===== src/rtl/tree_loader.sv =====
// Host-side programming engine for the decision-tree classifier: unpacks a framed,
// XOR-checksummed byte stream into single-cycle node writes and gates classifier start.
module tree_loader #(
    parameter int MAX_NODES      = 64,
    parameter int ADDR_WIDTH     = $clog2(MAX_NODES),
    parameter int TIMEOUT_CYCLES = 1024
) (
    input  logic                  clk,
    input  logic                  rst_n,
    input  logic [7:0]            s_data,
    input  logic                  s_valid,
    output logic                  s_ready,
    output logic                  sw_we,
    output logic [ADDR_WIDTH-1:0] sw_addr,
    output logic                  sw_data_is_leaf,
    output logic                  sw_data_less_than,
    output logic [7:0]            sw_data_threshold,
    output logic [ADDR_WIDTH-1:0] sw_data_left_idx,
    output logic [ADDR_WIDTH-1:0] sw_data_right_idx,
    output logic [1:0]            sw_data_action,
    output logic                  load_busy,
    output logic                  load_done,
    output logic                  load_error,
    output logic                  engine_hold
);

    localparam int TW = $clog2(TIMEOUT_CYCLES + 1);
    localparam logic [8:0] MaxN = 9'(MAX_NODES);

    typedef enum logic [2:0] {StIdle, StCount, StRec, StWrite, StCsum} state_t;

    state_t                r_state;
    logic                  r_s_ready;
    logic                  r_we;
    logic [ADDR_WIDTH-1:0] r_addr;
    logic                  r_leaf;
    logic                  r_lt;
    logic [7:0]            r_thr_out;
    logic [ADDR_WIDTH-1:0] r_left;
    logic [ADDR_WIDTH-1:0] r_right;
    logic [1:0]            r_action;
    logic                  r_busy;
    logic                  r_done;
    logic                  r_err;
    logic                  r_hold;
    logic [7:0]            r_count;
    logic [7:0]            r_xor;
    logic [1:0]            r_b;
    logic [ADDR_WIDTH-1:0] r_idx;
    logic [7:0]            r_b0;
    logic [7:0]            r_thr;
    logic [7:0]            r_b2;
    logic [TW-1:0]         r_tmo;

    logic w_accept;
    logic w_bad_count;
    logic w_rec_ok;
    logic w_last;
    logic w_tmo;
    logic w_err;

    assign w_accept    = s_valid && r_s_ready;
    assign w_bad_count = (s_data == 8'd0) || ({1'b0, s_data} > MaxN);
    // Leaves carry don't-care child indices, so only internal nodes are range-checked.
    assign w_rec_ok    = (r_b0[5:2] == 4'd0) &&
                         (r_b0[7] || ((r_b2 < r_count) && (s_data < r_count)));
    assign w_last      = (8'(r_idx) == (r_count - 8'd1));
    assign w_tmo       = (r_state != StIdle) && !w_accept &&
                         (r_tmo == TW'(TIMEOUT_CYCLES - 1));
    assign w_err       = w_tmo ||
                         (w_accept && (((r_state == StCount) && w_bad_count) ||
                                       ((r_state == StRec) && (r_b == 2'd3) && !w_rec_ok) ||
                                       ((r_state == StCsum) && (s_data != r_xor))));

    always_ff @(posedge clk or negedge rst_n) begin
        if (!rst_n) begin
            r_state   <= StIdle;
            r_s_ready <= 1'b0;
            r_we      <= 1'b0;
            r_addr    <= '0;
            r_leaf    <= 1'b0;
            r_lt      <= 1'b0;
            r_thr_out <= 8'd0;
            r_left    <= '0;
            r_right   <= '0;
            r_action  <= 2'd0;
            r_busy    <= 1'b0;
            r_done    <= 1'b0;
            r_err     <= 1'b0;
            r_hold    <= 1'b1;
            r_count   <= 8'd0;
            r_xor     <= 8'd0;
            r_b       <= 2'd0;
            r_idx     <= '0;
            r_b0      <= 8'd0;
            r_thr     <= 8'd0;
            r_b2      <= 8'd0;
            r_tmo     <= '0;
        end else begin
            r_we   <= 1'b0;
            r_done <= 1'b0;
            if (r_state == StIdle || w_accept) begin
                r_tmo <= '0;
            end else begin
                r_tmo <= r_tmo + TW'(1);
            end

            if (w_err) begin
                // Nodes already written stay in the classifier; hold keeps start gated.
                r_state   <= StIdle;
                r_s_ready <= 1'b1;
                r_err     <= 1'b1;
                r_busy    <= 1'b0;
                r_hold    <= 1'b1;
            end else begin
                unique case (r_state)
                    StIdle: begin
                        r_s_ready <= 1'b1;
                        if (w_accept && s_data == 8'hA5) begin
                            r_state <= StCount;
                            r_busy  <= 1'b1;
                            r_err   <= 1'b0;
                            r_hold  <= 1'b1;
                            r_xor   <= 8'd0;
                            r_idx   <= '0;
                        end
                    end
                    StCount: begin
                        if (w_accept) begin
                            r_count <= s_data;
                            r_xor   <= s_data;
                            r_b     <= 2'd0;
                            r_state <= StRec;
                        end
                    end
                    StRec: begin
                        if (w_accept) begin
                            r_xor <= r_xor ^ s_data;
                            r_b   <= r_b + 2'd1;
                            unique case (r_b)
                                2'd0: r_b0 <= s_data;
                                2'd1: r_thr <= s_data;
                                2'd2: r_b2 <= s_data;
                                default: begin
                                    r_state   <= StWrite;
                                    r_s_ready <= 1'b0;
                                    r_we      <= 1'b1;
                                    r_addr    <= r_idx;
                                    r_leaf    <= r_b0[7];
                                    r_lt      <= r_b0[6];
                                    r_action  <= r_b0[1:0];
                                    r_thr_out <= r_thr;
                                    r_left    <= r_b2[ADDR_WIDTH-1:0];
                                    r_right   <= s_data[ADDR_WIDTH-1:0];
                                end
                            endcase
                        end
                    end
                    StWrite: begin
                        r_s_ready <= 1'b1;
                        r_idx     <= r_idx + 1'b1;
                        r_b       <= 2'd0;
                        r_state   <= w_last ? StCsum : StRec;
                    end
                    StCsum: begin
                        if (w_accept) begin
                            r_done  <= 1'b1;
                            r_busy  <= 1'b0;
                            r_hold  <= 1'b0;
                            r_state <= StIdle;
                        end
                    end
                    default: r_state <= StIdle;
                endcase
            end
        end
    end

    assign s_ready           = r_s_ready;
    assign sw_we             = r_we;
    assign sw_addr           = r_addr;
    assign sw_data_is_leaf   = r_leaf;
    assign sw_data_less_than = r_lt;
    assign sw_data_threshold = r_thr_out;
    assign sw_data_left_idx  = r_left;
    assign sw_data_right_idx = r_right;
    assign sw_data_action    = r_action;
    assign load_busy         = r_busy;
    assign load_done         = r_done;
    assign load_error        = r_err;
    assign engine_hold       = r_hold;

endmodule


===== config.mk =====
export PLATFORM = sky130hd
export DESIGN_NAME = tree_loader
export DESIGN_NICKNAME = d
export VERILOG_FILES = /design/src/rtl/tree_loader.sv
export SDC_FILE = /design/constraint.sdc
export NUM_CORES = 1
export LEC_CHECK = 0
export CAP_MARGIN = 20
export CORE_MARGIN = 8
export CORE_UTILIZATION = 50
export CTS_CLUSTER_DIAMETER = 50
export DETAILED_ROUTE_END_ITERATION = 8
export MAX_ROUTING_LAYER = met4
export PLACE_DENSITY = 0.71
export SYNTH_ARGS = -nofsm -noshare
export SYNTH_HDL_FRONTEND = slang
export SYNTH_SLANG_ARGS = --single-unit
export TNS_END_PERCENT = 20

===== constraint.sdc =====
create_clock -name clk -period 3.7 [get_ports clk]
set_clock_uncertainty 0.1 [all_clocks]
set_input_delay 0.74 -clock clk [delete_from_list [all_inputs] [get_ports clk]]
set_output_delay 0.74 -clock clk [all_outputs]
set_load 0.005 [all_outputs]

==> flow_metrics.tcl, run 1 <==
set metrics [dict create \
    design_area_um2 5900 \
    synth_cell_types 54 \
    synth_cells 444 \
    yosysMostFrequentCell "dfrtp_1" \
    r2r-start "r_count[1]" \
    globalplace.congestion 0.882 \
    drt.antenna.violating_nets 0 \
    ios 47 \
    crit_type "input pin to register" \
    grt_pass1_vias 3614 \
    synth_warnings 0 \
    synth_ff_type "dfrtp_1" \
    fin_crit_sh_pct 90.5 \
    via_per_inst 5.65 \
    vdd_drop_max_v 0.000254 \
    yosys.area.top_type_share_pct 49.1 \
    ctsResizeCount 0 \
    drt_iter0_markers 255 \
    h-tree-depth 3 \
    max_clock_freq_mhz 299 \
    setup.worst_path.start "s_data[7]" \
    power_density_nw_per_um2 687 \
    core_um2 9680 \
    area_growth_pct 19.5 \
    drc 0 \
    portBuffers 46 \
    initial_core_util_pct 51.0 \
    num-fill-cells 779 \
    grt_max_degree 67 \
    postCtsHoldBufs 0 \
    via_count 3630 \
    syn_area_per_cell_um2 11.1 \
    firstDrtPassIters 5 \
    max_cap_violations 0 \
    tightest_slew_ns 0.837 \
    crit_path_start_kind "input pin" \
    cp.arrival_ns 3.52 \
    rows 36 \
    clk_pin_slew_worst_paths_ns 0.10 \
    numCtsBuffers 9 \
    cts_tree "done" \
    die_h_um 115 \
    wire_per_inst_um 16.8 \
    drive_gt1_share_pct 20.4 \
    synthArstFlopShare_pct 100 \
    antenna_found_initial 0 \
    syn_area_um2 4940 \
    synth_edf_count 0 \
    outcome "completed" \
    finalHoldViolCount 0 \
    min_path_type "input pin to asynchronous set/reset pin" \
    die-width_um 115 \
    cts.sinks 98 \
    ys_seq_elements 98 \
    nNetsFinal 537 \
    grt_pass1_wl_mm 17.8 \
    path_max_fanout 8 \
    drv_slew 0 \
    dp_hpwl_mm 7.85 \
    yosysTopAreaCell "dfrtp_1" \
    ys_top_cells_by_area "dfrtp_1 49%, mux2_2 12%, ha_1 5.3%, xor2_1 3.2%, nor2_1 3.0%" \
    setup_viol 0 \
    finalSetupTns_ns 0 \
    routed_wl_mm 10.8 \
    num_antenna_cells 0 \
    rsz0062_at_grt "no" \
    rrSetupSlack_ns 0.57 \
    power_leakage_nw 2.67 \
    clk_latency_ns 0.37 \
    critPathCaptureType "register" \
    placed_area_um2 5670 \
    cp.required_ns 3.87 \
    cts_setup_buffers 0 \
    yosysSeqAreaShare_pct 49.7 \
    clockBufferDepth 2 \
    overflow 0 \
    relSlewSlack_pct 44.2 \
    grt_util_all_layers_pct 17.4 \
    synth.top_cells.by_count "97 x dfrtp_1, 54 x mux2_2, 40 x nor2_1, 27 x nand2_1, 22 x o21ai_0" \
    finalWorstPathRequiredPeriod_ns 3.35 \
    synthesis.nets 476 \
    root_buffer "clkbuf_8" \
    dieArea_um2 13300 \
]
-- report_power, final --
| part | total, W | switching (W) | internal [W] |
|---|---|---|---|
| Combinational | 0.00153 | 0.000701 | 0.000826 |
| Clock | 0.000801 | 0.000380 | 0.000421 |
| Sequential | 0.00173 | 0.000294 | 0.00144 |
| Total | 0.00406 | 0.00137 | 0.00268 |
-- worst max-delay path, cell delays in order --
cell and delay, ns:
clkdlybuf4s50_1 0.43, ha_1 0.32, a211o_1 0.26, a21oi_1 0.13
nand3_1 0.09, nor3_1 0.30, a221oi_1 0.24, buf_4 0.22
or4b_1 0.50, a211o_1 0.29
-- placed cells by master, fill, tap and decap left out, types with 2 or more instances in the layout --
master	n
nand3_1	15
o31ai_1	5
nand4_1	11
clkdlybuf4s50_1	45
o41ai_1	3
a2111oi_0	2
or3_1	13
inv_1	16
or4_1	3
and4_1	2
ha_1	21
dfrtp_1	97
xor2_1	18
o21ai_0	22
a32o_1	7
a211o_1	3
clkbuf_8	11
a21oi_1	5
buf_12	2
nor3_1	7
nand2b_1	6
and3_1	5
mux2_2	54
xnor2_1	10
nor4_1	4
nor2_1	40
bufinv_16	2
buf_4	25
nand2_1	27
-- stage by stage --
step	hold slack (ns)	util [%]	power [W]	setup slack [ns]	instances
after global placement	0.352	58.5	0.00320	0.0236	627
final	0.360	61.0	0.00406	0.351	643
after detailed placement	0.352	58.5	0.00328	-0.00315	627
after CTS	0.366	61.0	0.00408	0.396	643
after global routing	0.405	61.0	0.00435	0.284	643
after floorplan	0.333	-	0.00266	0.766	444
-- logic make-up (layout without fill, tap and decap cells) --
| family | Yosys count | count (layout) | synth area share, % |
|---|---|---|---|
| and+or+nand+nor | 140 | 140 | 14.5 |
| DFF | 98 | 98 | 49.7 |
| AOI/OAI and AO/OA | 62 | 62 | 9.14 |
| muxes | 55 | 55 | 12.5 |
| buffers and inverters | 39 | 105 | 3.70 |
| xor gates and xnor gates | 28 | 28 | 4.96 |
| adders and majority gates | 22 | 22 | 5.52 |
-- final timing paths --
check / end / cells past startpoint
min: sw_addr[5] / 1
max in group asynchronous: r_b0[5] / 2
max: s_ready / 10
max reg2reg: s_ready / 9
min in group clk: r_tmo[0] / 1
min reg2reg: r_tmo[0] / 1
-- layer usage --
metal	vias to the layer above	track usage (%)	routed length, um
met5	-	-	0
met2	100	27.4	5230
met3	16	2.71	497
li1	1708	-	-
met4	0	7.36	167
met1	1806	22.0	4920
-- sequential cells by signal (all words and copies together) (netlist names), 3 cells and up --
signal,cells
r_state,3
sw_addr,6
sw_data_left_idx,6
r_tmo,11
r_b2,8
r_xor,8
r_thr,8
r_b0,8
r_count,8
sw_data_threshold,8
r_idx,6
sw_data_right_idx,6
-- area by class of cell --
class                      count  area [um^2]  area share, %
multi-input combinational    307         2300           39.0
sequential                    98         2450           41.6
clock inverter                 5         85.1           1.44
tap                          133          166           2.82
timing repair buffer          72          678           11.5
clock buffer                  11          151           2.56
inverter                      17         63.8           1.08
No activity file was read; power rests on OpenSTA's default activity.
==> run 2: changes to the inputs <==
--- a/config.mk
+++ b/config.mk
@@ -12,6 +12,7 @@
 export DETAILED_ROUTE_END_ITERATION = 8
 export MAX_ROUTING_LAYER = met4
 export PLACE_DENSITY = 0.71
+export SLEW_MARGIN = 20
 export SYNTH_ARGS = -nofsm -noshare
 export SYNTH_HDL_FRONTEND = slang
 export SYNTH_SLANG_ARGS = --single-unit
==> constraint.sdc (replaced) <==
create_clock -name clk -period 3.2 [get_ports clk]
set_clock_uncertainty 0.1 [all_clocks]
set_input_delay 0.64 -clock clk [delete_from_list [all_inputs] [get_ports clk]]
set_output_delay 0.64 -clock clk [all_outputs]
set_load 0.005 [all_outputs]
==> run 2 against run 1 <==
Register-to-register slack got worse by 0.30 ns. Critical path type unchanged. Die area did not move. Largest cell class unchanged. Highest routed layer unchanged. Worst hold slack got worse by 0.21 ns.
==> flow_metrics.tcl, run 2 (synthesis results as in run 1) <==
set metrics [dict create \
    drive_gt1_share_pct 22.7 \
    cp.arrival_ns 3.29 \
    path_max_fanout 24 \
    initial_core_util_pct 51.0 \
    layout_commonest_cell "dfrtp_1" \
    cts.sinks 98 \
    ios 47 \
    wire_per_inst_um 16.7 \
    grt_pass1_wl_mm 18.1 \
    drt_iter0_markers 235 \
    hold_ws_ns 0.149 \
    overflow 0 \
    cp.required_ns 3.35 \
    portBuffers 46 \
    die_h_um 115 \
    num_antenna_cells 0 \
    dpl.cell_count 642 \
    num-fill-cells 784 \
    area_growth_pct 22.0 \
    root_buffer "clkbuf_8" \
    finalWorstPathRequiredPeriod_ns 3.13 \
    clk_latency_ns 0.37 \
    via_per_inst 5.57 \
    critPathCaptureType "register" \
    finalSetupTns_ns 0 \
    largest_reg_flops 11 \
    grt_pass1_vias 3697 \
    final_cell_mix "97 x dfrtp_1, 54 x mux2_2, 45 x clkdlybuf4s50_1" \
    firstDrtPassIters 4 \
    dp_slack_ns -0.444 \
    setup_ws_ns 0.0656 \
    vdd_drop_max_v 0.000305 \
    core_um2 9680 \
    dieArea_um2 13300 \
    nNetsFinal 553 \
    outcome "completed" \
    cts_tree "done" \
    postCtsHoldBufs 0 \
    globalplace.congestion 0.950 \
    grt_util_all_layers_pct 17.8 \
    drc 0 \
    top_register "r_tmo" \
    clk_pin_slew_worst_paths_ns 0.09 \
    fin_crit_sh_pct 98.0 \
    routed_wl_mm 11.0 \
    antenna_found_initial 0 \
    grt_max_degree 58 \
    crit_type "input pin to register" \
    clockBufferDepth 2 \
    max_clock_freq_mhz 319 \
    finalHoldViolCount 0 \
    via_count 3663 \
    power_leakage_nw 2.74 \
    die-width_um 115 \
    p_total_w 0.00457 \
    rsz0062_at_grt "no" \
    final_cells 658 \
    numCtsBuffers 9 \
    power_density_nw_per_um2 758 \
    drt.antenna.violating_nets 0 \
    h-tree-depth 3 \
    drv_slew 0 \
    rows 36 \
    max_cap_violations 0 \
    crit_path_start_kind "input pin" \
    tightest_slew_ns 0.552 \
    min_path_type "input pin to asynchronous set/reset pin" \
    relSlewSlack_pct 63.2 \
    setup_viol 0 \
    dp_hpwl_mm 8.16 \
]
## run 2: timing repair
item / CTS / global route
pin swaps: 0 / 2
endpoints found under the setup margin: 1 / 2
gates resized for setup: 1 / 2
endpoints found under the hold margin: 0 / 0
buffers inserted: 0 / 1
## run 2: through the flow
step           util (%)  area, um^2
3_3_place_gp       60.2        5830
6_report           62.2        6030
5_1_grt            62.2        6030
2_1_floorplan         -        4940
3_5_place_dp       60.2        5830
4_1_cts            62.0        6010
## run 2: area by class of cell
class | instances | area, um^2 | share of cell area (%)
inverters | 17 | 63.8 | 1.06
clock inverters | 2 | 12.5 | 0.208
well taps | 133 | 166 | 2.76
flip-flops and latches | 98 | 2450 | 40.7
clock buffers | 13 | 159 | 2.64
multi-input cells | 307 | 2320 | 38.5
repair buffers | 88 | 848 | 14.1
## run 2: path summary, 6_finish.rpt
path                                          end        from  slack [ns]  cells after the start
max in group asynchronous       sw_data_action[1]       rst_n        2.17                      2
worst max-delay path            sw_data_action[0]   s_data[4]        0.07                     10
worst min register to register           r_tmo[0]    r_tmo[0]        0.37                      1
min in group clk                         r_tmo[0]    r_tmo[0]        0.37                      1
worst max register to register            s_ready  r_count[1]        0.27                      9
worst min-delay path                     r_idx[3]       rst_n        0.15                      1
## run 2: report_power, final
part           total, W  internal, W  leakage, nW  switching [W]
logic           0.00184      0.00101         1.38       0.000837
clock network  0.000721     0.000321       0.0855       0.000401
registers       0.00200      0.00166         1.27       0.000340
## run 2: worst max-delay path: stages
cell and delay [ns]:
clkdlybuf4s50_1 0.55, buf_4 0.23, xor2_1 0.14, nor4_1 0.30, nand2_1 0.12, a32oi_2 0.29, inv_2 0.09, nor4_4 0.34
buf_12 0.23, mux2_2 0.35
## run 2: layer usage
| layer | track usage, % | wire length [um] | vias to the layer above |
|---|---|---|---|
| li1 | - | - | 1740 |
| met1 | 22.1 | 4850 | 1821 |
| met2 | 27.9 | 5320 | 81 |
| met3 | 3.96 | 603 | 21 |
| met4 | 6.48 | 208 | 0 |
| met5 | - | 0 | - |
